==> src/rtl/mask_prng.sv <==
// -----------------------------------------------------------------------------
// mask_prng
//
// Generates fresh-mask randomness for a 3-share masked S-box. A 31-bit
// Fibonacci LFSR (x^31 + x^28 + 1) is advanced 24 steps per cycle, and each
// 24-bit advance is split into four 6-bit mask words {rs, r3, r2, r1}.
// After seeding (or an en start from IDLE) the generator discards WARMUP
// advances, then presents one registered mask word at a time through a
// valid/ready handshake.
//
// Parameters
//   SEED_DEFAULT  LFSR state loaded at reset (must be nonzero)
//   WARMUP        discarded advances after seeding, 0..15
//
// Ports
//   clk         rising-edge clock
//   rst_n       asynchronous active-low reset
//   en          start request from IDLE using the current LFSR state
//   seed_valid  seed offer
//   seed_data   31-bit seed value (zero is replaced by 31'h1)
//   seed_ready  seed acceptance (low only while warming up)
//   rnd_valid   mask word valid
//   rnd_ready   consumer accepts the current mask word
//   r1,r2,r3,rs registered 6-bit mask words
//   seed_zero   one-cycle pulse after a zero seed was substituted
// -----------------------------------------------------------------------------
module mask_prng #(
    parameter logic [30:0] SEED_DEFAULT = 31'h5A5A1234,
    parameter int unsigned WARMUP       = 4
) (
    input  logic        clk,
    input  logic        rst_n,
    input  logic        en,
    input  logic        seed_valid,
    input  logic [30:0] seed_data,
    output logic        seed_ready,
    output logic        rnd_valid,
    input  logic        rnd_ready,
    output logic [5:0]  r1,
    output logic [5:0]  r2,
    output logic [5:0]  r3,
    output logic [5:0]  rs,
    output logic        seed_zero
);

    localparam logic [3:0] WARM_LAST = 4'(WARMUP);

    // A zero reset seed would lock the LFSR; fall back to 1 in that case.
    localparam logic [30:0] SEED_RST = (SEED_DEFAULT == 31'd0) ? 31'd1 : SEED_DEFAULT;

    typedef enum logic [1:0] {
        ST_IDLE   = 2'd0,
        ST_WARMUP = 2'd1,
        ST_RUN    = 2'd2
    } state_t;

    typedef struct packed {
        logic [30:0] s;     // LFSR state after 24 steps
        logic [23:0] bits;  // generated bits, first bit at [0]
    } adv_t;

    state_t      state_q, state_d;
    logic [30:0] lfsr_q,  lfsr_d;
    logic [3:0]  cnt_q,   cnt_d;
    logic [23:0] word_q,  word_d;
    logic        seed_zero_q, seed_zero_d;

    adv_t        adv;
    logic        seed_fire;
    logic        rnd_fire;
    logic        seed_is_zero;
    logic [30:0] seed_load;

    // Unrolled 24-step advance of the LFSR. Bit i of the result is the
    // feedback bit produced by step i.
    function automatic adv_t advance(input logic [30:0] s_in);
        adv_t        res;
        logic [30:0] s;
        logic        nb;
        s        = s_in;
        res.bits = '0;
        for (int i = 0; i < 24; i++) begin
            nb          = s[30] ^ s[27];
            res.bits[i] = nb;
            s           = {s[29:0], nb};
        end
        res.s = s;
        return res;
    endfunction

    assign seed_ready = (state_q != ST_WARMUP);
    assign rnd_valid  = (state_q == ST_RUN);

    assign seed_fire    = seed_valid & seed_ready;
    assign rnd_fire     = rnd_valid & rnd_ready;
    assign seed_is_zero = (seed_data == 31'd0);
    assign seed_load    = seed_is_zero ? 31'd1 : seed_data;

    always_comb begin
        state_d     = state_q;
        lfsr_d      = lfsr_q;
        cnt_d       = cnt_q;
        word_d      = word_q;
        seed_zero_d = 1'b0;
        adv         = advance(lfsr_q);

        case (state_q)
            ST_IDLE: begin
                if (en) begin
                    cnt_d   = 4'd0;
                    state_d = ST_WARMUP;
                end
            end
            ST_WARMUP: begin
                lfsr_d = adv.s;
                if (cnt_q == WARM_LAST) begin
                    // Warmup done: this advance becomes the first mask word.
                    word_d  = adv.bits;
                    cnt_d   = 4'd0;
                    state_d = ST_RUN;
                end else begin
                    cnt_d = cnt_q + 4'd1;
                end
            end
            ST_RUN: begin
                if (rnd_fire) begin
                    word_d = adv.bits;
                    lfsr_d = adv.s;
                end
            end
            default: begin
                state_d = ST_IDLE;
            end
        endcase

        // A seed transfer (possible only in IDLE or RUN) overrides everything
        // above: it beats en, and beats a simultaneous word consumption without
        // loading a new word.
        if (seed_fire) begin
            lfsr_d      = seed_load;
            word_d      = word_q;
            cnt_d       = 4'd0;
            seed_zero_d = seed_is_zero;
            state_d     = ST_WARMUP;
        end
    end

    always_ff @(posedge clk or negedge rst_n) begin
        if (!rst_n) begin
            state_q     <= ST_IDLE;
            lfsr_q      <= SEED_RST;
            cnt_q       <= 4'd0;
            word_q      <= '0;
            seed_zero_q <= 1'b0;
        end else begin
            state_q     <= state_d;
            lfsr_q      <= lfsr_d;
            cnt_q       <= cnt_d;
            word_q      <= word_d;
            seed_zero_q <= seed_zero_d;
        end
    end

    assign r1        = word_q[5:0];
    assign r2        = word_q[11:6];
    assign r3        = word_q[17:12];
    assign rs        = word_q[23:18];
    assign seed_zero = seed_zero_q;

endmodule

==> config.mk <==
export PLATFORM = sky130hd
export DESIGN_NAME = mask_prng
export DESIGN_NICKNAME = d
export VERILOG_FILES = /design/src/rtl/mask_prng.sv
export SDC_FILE = /design/constraint.sdc
export NUM_CORES = 1
export LEC_CHECK = 0
export ABC_AREA = 0
export CAP_MARGIN = 10
export CORE_ASPECT_RATIO = 0.9
export CORE_UTILIZATION = 50
export CTS_CLUSTER_SIZE = 12
export DETAILED_ROUTE_END_ITERATION = 8
export HOLD_SLACK_MARGIN = 0.02
export PLACE_DENSITY = 0.8
export SLEW_MARGIN = 10
export SYNTH_ARGS = -nofsm -noshare
export SYNTH_HDL_FRONTEND = slang
export SYNTH_SLANG_ARGS = --single-unit
==> constraint.sdc <==
create_clock -name clk -period 1.8 [get_ports clk]
set_input_delay 0.36 -clock clk [delete_from_list [all_inputs] [get_ports clk]]
set_output_delay 0.36 -clock clk [all_outputs]
set_load 0.01 [all_outputs]
==> reports/metrics.yaml, run 1 <==
outcome: "completed"
antenna_cells: 0
die-area_um2: 6169
post_cts_buffers: 0
ir_drop_uv: 1067
core_area_um2: 5660
die_h_um: 74.61
cp_slowest_cell: "dfrtp_2"
ios: 63
grt_pass1_wl_um: 11350
ys_warn_count: 0
synth_mux_area_frac: 0.09654
cts-root-buf: "clkbuf_8"
port_buffers: 62
timing.clock.skew_ps: 5.349
flow.area_growth_from_synthesis_pct: 34.47
worst_slack_ps: 55.50
clk_pin_slew_ps: 60
grt_max_degree: 29
internal_power_w: 0.004637
cap_violations: 0
slew_viol_final: 0
yosysTopAreaCellShare: 0.4186
grt-ovfl-total: 0
synth_top_family_by_area: "compound AO/OA/AOI/OAI gates"
initial_core_util: 0.5175
clock_latency_ps: 350
synth_edf_count: 0
synth_seq_cells: 62
cp.required_ps: 2030
worst_slew_pin_slew_ps: 534.8
power_density_nw_per_um2: 1869
period_minus_slack_ps: 1744
pwr-share-seq: 0.383
syn_inst: 269
worst_hold_path_type: "register to register"
whs_ps: 476.4
cp.arrival_ps: 1970
cts_tree: "done"
synth.top_cells.by_area: "dfrtp_1 42%, dfstp_2 12%, xnor2_1 4.8%"
synth_flop_cell: "dfrtp_1"
synth-simple-area-share: 0.1239
grtUsageTotal: 0.2641
drc: 0
crit_path_end_kind: "register"
cp_max_fo: 15
routedWlPerCell_um: 17.25
floorplan.rows: 26
detail-route-antenna-nets: 0
cp-start-kind: "register"
synth_compound_area_frac: 0.1290
fin_crit_sh: 0.9692
timing.final.hold_violations: 0
rsz0062_at_grt: "false"
final_area_um2: 3939
drive_gt1_frac: 0.1870
setup_viol: 0
fmax_ghz: 0.5732
synth.net_count: 307
dp_slack_ps: -116.4
synthDistinctLibCells: 38
synth_adder_area_share: 0.008543
crit_chain: "nor2b_2 > buf_6 > a211o_1 > buf_4 > mux2_1"
layout_commonest_cell: "clkdlybuf4s50_1"
dp_hpwl_um: 5356
place_area_um2: 3750
dp_cells: 406
via_per_inst: 5.515
netSwitchingFraction: 0.3702
gp_congestion: 0.8906
async_reset_ff_frac: 1.000
netlist_area_um2: 2929
power_frac_comb: 0.476
antenna_found_initial: 0
nNetsFinal: 386
p_sw_w: 0.002725
synth-xor-area-share: 0.07176
total_leakage_power_nw: 1.664
fill_cells: 436
mostFrequentLayoutCells: "59 x clkdlybuf4s50_1, 48 x dfrtp_1, 28 x nor2_1"
drt-total-wl_um: 7297
synth_area_leader_cell: "dfrtp_1"
post_synth.cell_area_avg_um2: 10.89
dr.pass1.iters: 4
worst-setup-path-type: "register to register"
p_total_w: 0.007362
finalNonFillerCells: 423
h-tree-depth: 3
vias: 2333
die_w_um: 82.68
max_slew_margin: 0.6435
clockBufferDepth: 2
yosysSeqAreaShare: 0.5352
cts.sinks: 62
clkPwrFrac: 0.142
numCtsBuffers: 9
slowest_delay_ps: 430
drtIter0Drc: 202
grt_pass1_vias: 2268
[kinds of logic (layout without fill, tap and decap cells)]
group	Yosys count	count (layout)
compound gates	63	63
xor+xnor	24	24
fa+ha+maj	2	2
buf+inv	18	102
flops	62	62
mux	25	25
simple gates	75	75
[worst paths after layout]
path	startpoint	to	slack (ps)	cells after the start
worst max-delay path	state_q[0]	lfsr_q[13]	60	5
worst min-delay path	word_q[6]	word_q[6]	480	2
worst max register to register	state_q[0]	lfsr_q[13]	60	5
worst min register to register	word_q[6]	word_q[6]	480	2
max in group asynchronous	rst_n	lfsr_q[17]	690	3
min in group asynchronous	rst_n	word_q[17]	530	2
[cell type report]
class                   count  area (µm²)  share of cell area
repair buffers             82       835.8              0.2122
clock inverters             2       10.01            0.002541
multi-input cells         189        1269              0.3221
flip-flops and latches     62        1569              0.3983
inverters                   4       15.01            0.003812
clock buffers              14       152.6             0.03875
well taps                  70       87.58             0.02224
[power by group through the flow]
stage	logic (W)	clock network, W	registers, W
6_report	0.00350	0.00104	0.00282
5_1_grt	0.00383	0.00113	0.00290
3_3_place_gp	0.00334	0	0.00279
2_1_floorplan	0.00210	0	0.00280
3_5_place_dp	0.00344	0	0.00282
4_1_cts	0.00347	0.00106	0.00281
[metrics by stage]
step	utilization	setup TNS, ps
6_report	0.6958	0
5_1_grt	0.6958	0
4_1_cts	0.6939	0
3_5_place_dp	0.6625	-1960
3_3_place_gp	0.6625	-1230
2_1_floorplan	-	0
[flip-flops by register name (all words and copies together) (netlist names)]
name and count:
word_q 24, seed_zero 1, cnt_q 4, state_q 2
lfsr_q 31
[worst max-delay path, delay by kind of cell (launching register included)]
family	cells	cell delay, ps
AO/OA/AOI/OAI	1	330
multiplexers	1	320
buffers and inverters	2	370
flip-flops	1	430
AND/OR/NAND/NOR	1	180
[layer usage]
metal	part of all wire	GRT usage	routed length, µm
met1	0.43	0.3579	3154
met2	0.48	0.3998	3501
met3	0.078	0.08121	570
met4	0.0096	0.1015	70
met5	0	0	0
[Yosys cell counts (8+ instances only)]
cell type / count
nor2_1: 28
xnor2_1: 16
dfstp_2: 13
o21ai_0: 18
dfrtp_1: 49
mux2i_1: 8
mux2_2: 11
nand2_1: 19
a21oi_1: 21
xor2_1: 8
o22ai_1: 13
[what timing repair did]
action                                  in CTS  in global routing
resized for setup                            4                  5
hold endpoints to repair                    14                  0
endpoints found under the setup margin       2                 21
hold buffers                                 1                  0
pin swaps                                    0                  0
No activity file was read; power rests on OpenSTA's default activity.
==> run 2, diff against run 1 <==
--- a/config.mk
+++ b/config.mk
@@ -9,7 +9,7 @@
 export CAP_MARGIN = 10
 export CORE_ASPECT_RATIO = 0.9
 export CORE_UTILIZATION = 50
-export CTS_CLUSTER_SIZE = 12
+export CTS_CLUSTER_SIZE = 24
 export DETAILED_ROUTE_END_ITERATION = 8
 export HOLD_SLACK_MARGIN = 0.02
 export PLACE_DENSITY = 0.8
==> results of run 2 <==
No change in the layout: final DEF, timing and power equal those of run 1.
==> run 3, diff against run 2 <==
--- a/config.mk
+++ b/config.mk
@@ -8,11 +8,11 @@
 export ABC_AREA = 0
 export CAP_MARGIN = 10
 export CORE_ASPECT_RATIO = 0.9
-export CORE_UTILIZATION = 50
+export CORE_UTILIZATION = 28
 export CTS_CLUSTER_SIZE = 24
 export DETAILED_ROUTE_END_ITERATION = 8
 export HOLD_SLACK_MARGIN = 0.02
-export PLACE_DENSITY = 0.8
+export PLACE_DENSITY = 0.5
 export SLEW_MARGIN = 10
 export SYNTH_ARGS = -nofsm -noshare
 export SYNTH_HDL_FRONTEND = slang
==> run 3 against run 2 <==
Net effect: register-to-register slack better by 70 ps; sequential cell count unchanged; sequential share of layout area down 2.4 points; core utilization down 29 points; clock skew down 0.81 ps; critical path depth down 2; via count down 0.69%; final area up 6.3%; critical endpoint is now seed_ready; largest cell class unchanged; largest power group unchanged.
==> reports/metrics.yaml, run 3 (synthesis results as in run 1) <==
outcome: "completed"
grt_max_degree: 63
die_w_um: 109.8
numCtsBuffers: 9
h-tree-depth: 3
timing.clock.skew_ps: 4.542
floorplan.rows: 35
clkPwrFrac: 0.232
period_minus_slack_ps: 1697
cts-root-buf: "clkbuf_16"
reg.largest.list: "lfsr_q: 31 flops, word_q: 24 flops, cnt_q: 4 flops"
ios: 63
clockBufferDepth: 2
port_buffers: 62
cts_hold_buf: 0
timing.final.hold_violations: 0
power_density_nw_per_um2: 1988
layout_commonest_cell: "clkdlybuf4s50_1"
worst_hold_path_type: "input port to asynchronous set/reset pin"
dp_hpwl_um: 5948
vias: 2317
max_slew_margin: 0.6928
routedWlPerCell_um: 16.65
gp_congestion: 0.7641
grt_pass1_vias: 2338
cp.arrival_ps: 1340
cts_resized: 2
fin_crit_sh: 0.9429
initial_core_util: 0.2871
flow.area_growth_from_synthesis_pct: 42.93
slew_viol_final: 0
core_area_um2: 10200
grtUsageTotal: 0.1618
dr.pass1.iters: 4
worst-setup-path-type: "register to primary output"
dp_slack_ps: -120.6
die-area_um2: 10870
fmax_ghz: 0.5892
tns_ps: 0
antenna_cells: 0
ir_drop_uv: 616.7
cap_violations: 0
post_cts_buffers: 0
internal_power_w: 0.005464
cp.required_ps: 1440
fin_util: 0.4103
finalNonFillerCells: 483
regMostFlops: "lfsr_q"
die_h_um: 99.03
cp-start-kind: "register"
final_area_um2: 4187
setup_viol: 0
drt-total-wl_um: 8040
worst_slack_ps: 102.9
grt-ovfl-total: 0
antenna_found_initial: 0
nNetsFinal: 387
grt_pass1_wl_um: 12680
place_area_um2: 3851
clock_latency_ps: 330
cts.sinks: 62
crit_path_end_kind: "primary output"
netSwitchingFraction: 0.3436
pwr-share-seq: 0.340
drc: 0
clk_pin_slew_ps: 50
detail-route-antenna-nets: 0
cts_tree: "done"
dp_cells: 467
cp_max_fo: 4
rsz0062_at_grt: "false"
largest_reg_flops: 31
power_frac_comb: 0.427
mostFrequentLayoutCells: "59 x clkdlybuf4s50_1, 49 x dfrtp_1, 28 x nor2_1"
worst_slew_pin_slew_ps: 456.6
p_sw_w: 0.002860
drtIter0Drc: 131
drive_gt1_frac: 0.1921
via_per_inst: 4.797
total_leakage_power_nw: 1.757
-- run 3: changes by cell type in the layout (fill, tap and decap cells not counted), moves of 2 or more --
cell and change:
clkbuf_16 +9, clkbuf_8 -7, buf_4 +3, clkbuf_1 -3
buf_6 -2, bufinv_16 +2
-- run 3: power groups by stage --
stage	clock network (W)	logic (W)	registers, W
2_1_floorplan	0	0.00210	0.00280
3_3_place_gp	0	0.00355	0.00285
3_5_place_dp	0	0.00358	0.00286
4_1_cts	0.00198	0.00360	0.00284
5_1_grt	0.00204	0.00392	0.00293
6_report	0.00193	0.00356	0.00283
-- run 3: final cells by class --
class	instances	area (µm²)
Timing Repair Buffer	83	845.8
Inverter	4	15.01
Fill cell	1018	6017
Multi-Input combinational cell	189	1261
Clock buffer	13	270.3
Tap cell	129	161.4
Clock inverter	3	65.06
Sequential cell	62	1568
-- run 3: metal layers --
metal | vias up | track usage | part of all wire
li1 | 1125 | - | -
met2 | 50 | 0.2361 | 0.45
met3 | 7 | 0.04431 | 0.032
met1 | 1135 | 0.2315 | 0.51
met5 | - | 0 | 0
met4 | 0 | 0.04923 | 0.012
-- run 3: path summary, 6_finish.rpt --
kind / start / endpoint / slack [ps] / cells past startpoint
min in group clk: word_q[5] / word_q[5] / 480 / 2
min: rst_n / word_q[2] / 50 / 2
max reg2reg: cnt_q[0] / word_q[16] / 130 / 6
max: state_q[0] / seed_ready / 100 / 3
min reg2reg: word_q[5] / word_q[5] / 480 / 2
max in group asynchronous: rst_n / lfsr_q[12] / 1440 / 2
-- run 3: worst max-delay path, stage by stage (launching register included) --
cell and delay (ps):
dfrtp_1 400, nor2b_2 170, inv_1 150, dlygate4sd2_1 290
-- run 3: stage by stage --
stage	total power (W)	hold slack [ps]
floorplan	0.004899	64.41
global placement	0.006393	401.8
detailed placement	0.006441	402.6
CTS	0.008412	50.06
global route	0.008893	70.89
finish	0.008323	45.22
